==> src/rtl/quad_decoder_pkg.sv <==
// Shared types, constants and the quadrature transition decoder for quad_decoder.
package quad_decoder_pkg;

  localparam int WARMUP_EDGES = 4;
  localparam int ERR_CNT_W    = 4;

  // Phase pair packed as {A, B}
  typedef logic [1:0] phase_t;

  // Returns {step, dir, err} for a prev -> cur phase transition.
  // Forward (dir=1): 00->10->11->01->00. A single-bit change that is not
  // the forward successor must be the reverse one.
  function automatic logic [2:0] qd_decode(input phase_t prev, input phase_t cur);
    logic [2:0] res;
    res = 3'b000;
    if ((prev ^ cur) == 2'b11) begin
      res = 3'b001;
    end else if (prev != cur) begin
      case (prev)
        2'b00:   res = (cur == 2'b10) ? 3'b110 : 3'b100;
        2'b10:   res = (cur == 2'b11) ? 3'b110 : 3'b100;
        2'b11:   res = (cur == 2'b01) ? 3'b110 : 3'b100;
        default: res = (cur == 2'b00) ? 3'b110 : 3'b100;
      endcase
    end
    return res;
  endfunction

endpackage

==> src/rtl/quad_decoder_chan.sv <==
// One encoder phase: 2-flop synchroniser followed by an optional glitch filter.
// The filter is built only when QUAD_DECODER_FILTER_EN is defined; otherwise the
// synchronised phase is passed straight through.
module quad_decoder_chan
`ifdef QUAD_DECODER_FILTER_EN
  #(parameter int FILTER_LEN = 4)
`endif
  (
  input  logic clk,
  input  logic reset,
  input  logic ph_in,
`ifdef QUAD_DECODER_FILTER_EN
  input  logic warm,
`endif
  output logic ph_filt
);

  logic sync1;
  logic sync2;

  // Bring the asynchronous phase into the clk domain
  always_ff @(posedge clk or posedge reset) begin
    if (reset) begin
      sync1 <= 1'b0;
      sync2 <= 1'b0;
    end else begin
      sync1 <= ph_in;
      sync2 <= sync1;
    end
  end

`ifdef QUAD_DECODER_FILTER_EN
  localparam logic [3:0] RUN_LAST = 4'(FILTER_LEN - 1);

  logic       filt;
  logic [3:0] run;

  // Accept a new level only after FILTER_LEN consecutive differing edges;
  // during warm-up the synchronised level is taken as-is.
  always_ff @(posedge clk or posedge reset) begin
    if (reset) begin
      filt <= 1'b0;
      run  <= 4'd0;
    end else if (warm) begin
      filt <= sync2;
      run  <= 4'd0;
    end else if (sync2 != filt) begin
      if (run == RUN_LAST) begin
        filt <= sync2;
        run  <= 4'd0;
      end else begin
        run <= run + 4'd1;
      end
    end else begin
      run <= 4'd0;
    end
  end

  assign ph_filt = filt;
`else
  assign ph_filt = sync2;
`endif

endmodule

==> src/rtl/quad_decoder.sv <==
// Quadrature decoder: turns encoder phases A/B into a one-cycle step pulse and a
// direction level (1 = up) for the downstream up/down counter. Illegal two-bit
// jumps raise err and are counted in a saturating err_cnt.
// Optional glitch filter per phase: define QUAD_DECODER_FILTER_EN.
module quad_decoder
  import quad_decoder_pkg::*;
  #(parameter int FILTER_LEN = 4)
  (
  input  logic                 clk,
  input  logic                 reset,
  input  logic                 a_in,
  input  logic                 b_in,
  output logic                 step,
  output logic                 dir,
  output logic                 err,
  output logic [ERR_CNT_W-1:0] err_cnt
);

  if (FILTER_LEN < 1 || FILTER_LEN > 15) begin : g_bad_filter_len
    $error("quad_decoder: FILTER_LEN must be in 1..15");
  end

  logic [2:0] wcnt;
  logic       warm;
  logic       a_filt;
  logic       b_filt;
  phase_t     cur;
  phase_t     prev;
  logic [2:0] dec;

  assign warm = (wcnt != 3'(WARMUP_EDGES));

`ifdef QUAD_DECODER_FILTER_EN
  quad_decoder_chan #(.FILTER_LEN(FILTER_LEN)) u_chan_a (
    .clk(clk), .reset(reset), .ph_in(a_in), .warm(warm), .ph_filt(a_filt));
  quad_decoder_chan #(.FILTER_LEN(FILTER_LEN)) u_chan_b (
    .clk(clk), .reset(reset), .ph_in(b_in), .warm(warm), .ph_filt(b_filt));
`else
  quad_decoder_chan u_chan_a (
    .clk(clk), .reset(reset), .ph_in(a_in), .ph_filt(a_filt));
  quad_decoder_chan u_chan_b (
    .clk(clk), .reset(reset), .ph_in(b_in), .ph_filt(b_filt));
`endif

  assign cur = {a_filt, b_filt};
  assign dec = qd_decode(prev, cur);

  // Warm-up absorbs the starting position silently; afterwards decode each
  // transition into registered step/dir/err and count illegal jumps.
  always_ff @(posedge clk or posedge reset) begin
    if (reset) begin
      wcnt    <= 3'd0;
      prev    <= 2'b00;
      step    <= 1'b0;
      dir     <= 1'b1;
      err     <= 1'b0;
      err_cnt <= '0;
    end else if (warm) begin
      wcnt <= wcnt + 3'd1;
      prev <= cur;
      step <= 1'b0;
      err  <= 1'b0;
    end else begin
      prev <= cur;
      step <= dec[2];
      err  <= dec[0];
      if (dec[2]) begin
        dir <= dec[1];
      end
      if (dec[0] && (err_cnt != '1)) begin
        err_cnt <= err_cnt + 1'b1;
      end
    end
  end

endmodule

==> config.mk <==
export PLATFORM = sky130hd
export DESIGN_NAME = quad_decoder
export DESIGN_NICKNAME = d
export VERILOG_FILES = /design/src/rtl/quad_decoder_pkg.sv /design/src/rtl/quad_decoder_chan.sv /design/src/rtl/quad_decoder.sv
export SDC_FILE = /design/constraint.sdc
export NUM_CORES = 1
export LEC_CHECK = 0
export CAP_MARGIN = 15
export CORE_MARGIN = 2
export CORE_UTILIZATION = 50
export CTS_BUF_LIST = sky130_fd_sc_hd__clkbuf_16
export DETAILED_ROUTE_END_ITERATION = 8
export PLACE_DENSITY = 0.75
export SLEW_MARGIN = 0
export SYNTH_ARGS = -nofsm -noshare
export SYNTH_HDL_FRONTEND = slang
export SYNTH_SLANG_ARGS = --single-unit
==> constraint.sdc <==
create_clock -name clk -period 4.1 [get_ports clk]
set_input_delay 0.82 -clock clk [delete_from_list [all_inputs] [get_ports clk]]
set_output_delay 0.82 -clock clk [all_outputs]
set_load 0.02 [all_outputs]
Word-level counts from Yosys, hierarchy flattened
Index checks and enable logic that the tools add are counted.
{"block": "totals", "register_bits": 16, "latch_bits": 0, "ramBits": 0, "mem_bits_ro": 0, "input_bits": 4, "output_inout_bits": 7, "elab_cells": 37, "mem_count": 0}
{"block": "op_classes", "n_addsub": 2, "multipliers": 0, "div_mod_pow": 0, "magnitude_cmp": 0, "eq_ne": 9, "shift": 0, "muxes": 9, "bitwise_logic": 2, "reduce_logical": 5}
{"operator": "2-bit equality test (second input constant)", "n": 5}
{"operator": "2-bit 2-to-1 mux", "n": 4}
{"operator": "3-bit 2-to-1 mux", "n": 2}
{"operator": "2-bit case mux with 3 select lines", "n": 1}
{"operator": "4-bit by 1-bit adder with 4-bit output (second input constant)", "n": 1}
{"operator": "2-bit zero test", "n": 2}
{"operator": "4-bit inequality test (second input constant)", "n": 1}
{"operator": "2-bit AND reduction", "n": 2}
{"operator": "3-bit by 1-bit adder with 3-bit output (second input constant)", "n": 1}
{"operator": "3-bit inequality test (second input constant)", "n": 1}
{"operator": "2-bit by 1-bit equality test with 1-bit output (second input constant)", "n": 1}
{"operator": "1-bit 2-to-1 mux", "n": 2}
{"operator": "2-bit inequality test", "n": 1}
{"operator": "2-bit XOR", "n": 1}
{"operator": "1-bit logical AND", "n": 1}
{"operator": "1-bit inverter", "n": 1}

Depth between registers and ports, before layout
{"block": "depth", "depth_word": 7, "depth_mapped": 7, "mapped_depth_nobuf": 6}

Cells and area by module
A second synthesis with hierarchy kept.
{"block": "unflattened", "cells_unflattened": 55, "hier_area_um2": 686.9}
{"mod": "quad_decoder", "instances": 1, "cells_each": 49, "area_per_inst_um2": 579.3, "seq_area_each_um2": 301.5}
{"mod": "quad_decoder_chan", "instances": 2, "cells_each": 3, "area_per_inst_um2": 53.8, "seq_area_each_um2": 50.0}

Worst setup path after synthesis
Ideal clock, no wire load.
{"block": "synth_path", "path_kind": "reg2reg", "start": "reg u_chan_b.sync2 (netlist: u_chan_b.ph_filt)", "end": "reg err_cnt[3]", "setup_ns": 0.125, "arrival_ns": 1.472, "required_ns": 3.975, "path_slack_ns": 2.503, "path_stages_with_launch": 8, "n_path_buf": 1, "period_less_slack_ns": 1.597, "path_cell_list": "dfrtp_1 > xnor2_1 > inv_1 > ha_1 > and3_1 > buf_6 > nand4_2 > mux2_4"}
{"block": "synth_via", "elab_chain_len": 5, "elab_cells_between_ends": 7, "classes_between": "2 x eq/ne; 2 x mux; 1 x bitwise; 2 x reduce/logical"}
{"element": "start, declared", "line": "quad_decoder_chan.sv:19", "rtl": "logic sync2;"}
{"element": "start signal, assigned", "line": "quad_decoder_chan.sv:28", "rtl": "sync2 <= sync1;"}
{"element": "2-bit inequality test / 2-bit XOR (equally long branches)", "line": "quad_decoder_pkg.sv:18, quad_decoder_pkg.sv:16"}
{"element": "3-bit 2-to-1 mux / 2-bit equality test (equally long branches)", "line": "quad_decoder_pkg.sv:18, quad_decoder_pkg.sv:16"}
{"element": "3-bit 2-to-1 mux (*)", "line": "quad_decoder_pkg.sv:16", "rtl": "if ((prev ^ cur) == 2'b11) begin"}
{"element": "1-bit logical AND (*)", "line": "quad_decoder.sv:70", "rtl": "if (dec[0] && (err_cnt != '1)) begin"}
{"element": "2-bit AND reduction (no line) (*)"}
{"element": "end signal, assigned", "line": "quad_decoder.sv:71", "rtl": "err_cnt <= err_cnt + 1'b1;"}
{"element": "end, declared", "line": "quad_decoder.sv:16", "rtl": "output logic [ERR_CNT_W-1:0] err_cnt"}
Mark *: on every way between the ends. The rest lies on a longest branch, timed or not.
A chain may end at the register's enable or synchronous reset.

Worst setup path after layout
{"block": "layout_path", "start": "reg dir", "end": "out dir"}
{"element": "start, declared", "line": "quad_decoder.sv:14", "rtl": "output logic dir,"}
{"element": "start signal, assigned", "line": "quad_decoder.sv:68", "rtl": "dir <= dec[1];"}
No word-level cell between the ends.

==> summary.md <==
| Metric | Value |
|---|---|
| Total I/O pin count | `11` |
| Max Cap Viol | `0` |
| Final-stage net count | `76` |
| Hold Fails Final Rpt | `0` |
| FF-to-FF End | `err_cnt[1]` |
| Final setup skew | `1.92 ps` |
| Initial DRC Count | `2` |
| Hold Crit Start | `u_chan_b.sync1` |
| Post-synthesis sequential element count | `16` |
| Power share of the sequential group | `0.391` |
| Final Total Pwr | `about 0.56 mW` |
| Total setup violations reported at the end of the flow | `0` |
| Areal power density over the cells | `~640 nW/µm²` |
| Iteration count of the initial detailed-routing pass | `2` |
| Largest area contributor in the netlist | `dfrtp_1` |
| Most frequent cell after synthesis | `dfrtp_1` |
| Placement row count | `13` |
| Post-route fraction of the period consumed by the critical path | `0.530` |
| Sequential standard cell area | `between 400 and 500 µm²` |
| Setup repair after global routing missed its margin | `false` |
| Drt wl/cell | `around 12 µm` |
| Maximum operating frequency | `around 460 MHz` |
| Hold Crit Class | `flop to flop` |
| Most used standard cells in the synthesized netlist | `15 x dfrtp_1, 5 x ha_1, 5 x inv_1, 4 x xnor2_1` |
| Floorplan Core Area | `1280 µm²` |
| Hold depth | `0` |
| DIE WIDTH | `just over 40 µm` |
| Share of Yosys cell area claimed by the top area cell type | `0.552` |
| Final WS setup | `1930 ps` |
| Worst-path cell with the longest stage delay | `clkdlybuf4s50_1` |
| Count of fill cells added during filler insertion | `94` |
| Overall overflow remaining after global route | `0` |
| Number of antenna-violating nets in the routed design | `0` |
| H-tree Lvls | `1` |
| Total number of vias | `approximately 410` |
| R2R setup slack | `between 2000 and 2500 ps` |
| Clk pwr share | `0.338` |
| Number of buffers added to fix hold violations after cts | `0` |
| CP Capture Type | `output port` |
| Arrival time reported for the critical path endpoint | `around 1400 ps` |
| Post-CTS setup-driven buffer insertion count | `0` |
| Required arrival time at the worst endpoint | `about 3300 ps` |
| Clock buffers created by TritonCTS | `3` |
| First-pass GRT wire length | `about 1.6 mm` |
| Count of different cell masters after synthesis | `23` |
| Maximum fanout along the worst path | `2` |
| Average cell area after synthesis | `12.8 µm²` |
| Synthesis warning total | `0` |
| Critical-path cell list | `clkdlybuf4s50_1` |
| Synthesis-to-finish area growth | `27.4%` |
| Final worst path period need | `about 2200 ps` |
| Cells resized by post-CTS repair | `0` |
| Number of remaining DRC errors | `0` |
| Tot GR Track Use | `0.159` |
| Worst Setup SP | `dir` |
| Endpoint with the worst hold slack | `u_chan_b.ph_filt` |
| Number of enable-type register cells in the synthesized netlist | `0` |
| Family of cells with the greatest summed delay on the critical path | `buffers and inverters` |
| Routed via count divided by cell count | `between 5 and 6` |
| Kind of critical path | `flop to output port` |
| Total number of clock tree sinks | `16` |
| CP Buf/Inv Count | `1` |
| Cell depth of the worst flop-to-flop path | `6` |
| Initial cell density of the core | `0.529` |
| Number of instances in the synthesized netlist | `53` |
| Number of placed instances, taps included | `77` |
| Transition time at the pin with the least slew margin | `568 ps` |
| Count of inserted antenna diode cells | `0` |
| Combinational Power Share | `0.271` |
| Net Sw Frac | `0.283` |
| TritonCTS clock tree | `yes` |
| Number of antenna violations at the first check in global routing | `0` |
| Detail Placement HPWL | `between 600 and 700 µm` |
| Final non-filler cell total | `81` |
| Post-Syn Nets | `between 60 and 70` |
| Maximum number of pins on one net before global-route repair | `17` |
| Worst slack after detailed placement | `2180 ps` |
| Max-Slew Margin vs Limit | `0.621` |
| Largest cells by area after synthesis | `dfrtp_1 55%, ha_1 9.2%, xnor2_1 5.2%` |
| Launching point of the worst reg2reg path | `u_chan_b.ph_filt` |
| Maximum cell stage delay along the critical path | `590 ps` |
| Detailed-route wire length | `955 µm` |
| Clock root buffer master | `clkbuf_16` |
| IR drop worst, VDD | `between 0.0004 and 0.0005 V` |
| Post-route worst hold slack | `between 300 and 400 ps` |
| Placed instance area | `787 µm²` |
| Setup TNS Final | `0 ps` |
| Count of input and output buffers | `10` |
| Height of the chip | `40.9 µm` |
| Share of flip-flops with an asynchronous set or reset after synthesis | `1.00` |
| CP Launch Type | `flop` |
| Run status | `complete, no violations` |
| Finished Core Util | `0.674` |
| Cell internal pwr | `~0.4 mW` |
| Seq/Total Area, Yosys | `0.591` |
| Clock latency of the later-clocked register in the worst-skew pair | `240 ps` |
| Most instantiated flip-flop cell in the synthesis netlist | `dfrtp_1` |
| Fraction of final layout cells sized beyond drive strength 1 | `0.136` |
| Area used by multi-input combinational logic | `approximately 250 µm²` |
| Post-route cell area | `approximately 870 µm²` |
| Pleak | `roughly 0.4 nW` |
| Total die area | `about 1700 µm²` |
| Vias in the first global route | `404` |
| Final weighted congestion in routability-driven placement | `0.642` |
| Reported net switching power | `approximately 0.16 mW` |
| CTS clk-pin slew, worst paths | `50 ps` |
| Post-synthesis instance area | `~680 µm²` |
| Clock Path Buffers | `2` |
| Total count of max-transition violations in the final report | `0` |
-- kinds of logic (layout without fill, tap and decap cells) --
logic type,Yosys count,in the layout,share of synthesized area
buffers and inverters,6,19,0.0442
AND/OR/NAND/NOR,14,14,0.116
XOR/XNOR,6,6,0.0773
flip-flops,16,16,0.591
AO/OA/AOI/OAI,3,3,0.0239
multiplexers,3,3,0.0552
adder cells (fa/ha/maj),5,5,0.0921
-- state kept, by name, indices dropped and copies added, names as in the netlist --
register and flops:
dir 1, u_chan_b.ph_filt 1, u_chan_b.sync1 1, err_cnt 4, u_chan_a.sync1 1, u_chan_a.ph_filt 1
err 1, wcnt 3, prev 2, step 1
-- area by class of cell --
| cell class | instances | area share |
|---|---|---|
| clock buffer | 3 | 0.0867 |
| sequential | 16 | 0.464 |
| clock inverter | 1 | 0.00434 |
| timing repair buffer | 10 | 0.116 |
| multi-input combinational | 31 | 0.286 |
| tap | 15 | 0.0217 |
| inverter | 5 | 0.0217 |
-- placed cells by master, fill, tap and decap left out, drive strengths merged, types with 2 or more instances in the layout --
cell,instances
nor2,3
and3,2
clkdlybuf4s50,10
ha,5
clkbuf,3
dfrtp,15
xor2,2
inv,5
xnor2,4
mux2,3
nand2,4
-- power groups by stage --
stage	clock network, mW	logic (mW)	registers [mW]
after floorplan	0	0.0613	0.247
after global placement	0	0.150	0.218
after CTS	0.191	0.153	0.218
after global routing	0.198	0.163	0.223
after detailed placement	0	0.152	0.219
final	0.188	0.151	0.217
-- routing by layer --
layer,vias up,wire (µm),global-route usage,part of all wire
li1,196,-,-,-
met1,203,467,0.200,0.49
met2,12,415,0.211,0.43
met3,2,55,0.0652,0.058
met4,0,17,0.125,0.018
met5,-,0,0,0
-- worst max-delay path by stage --
| stage | to | slack (ps) | depth (start not counted) |
|---|---|---|---|
| after floorplan | err_cnt[3] | 2500 | 7 |
| after global placement | dir | 2190 | 1 |
| after detailed placement | dir | 2180 | 1 |
| after CTS | dir | 1920 | 1 |
| after global routing | dir | 1890 | 1 |
| final | dir | 1930 | 1 |
(Power assumes the default switching activity.)
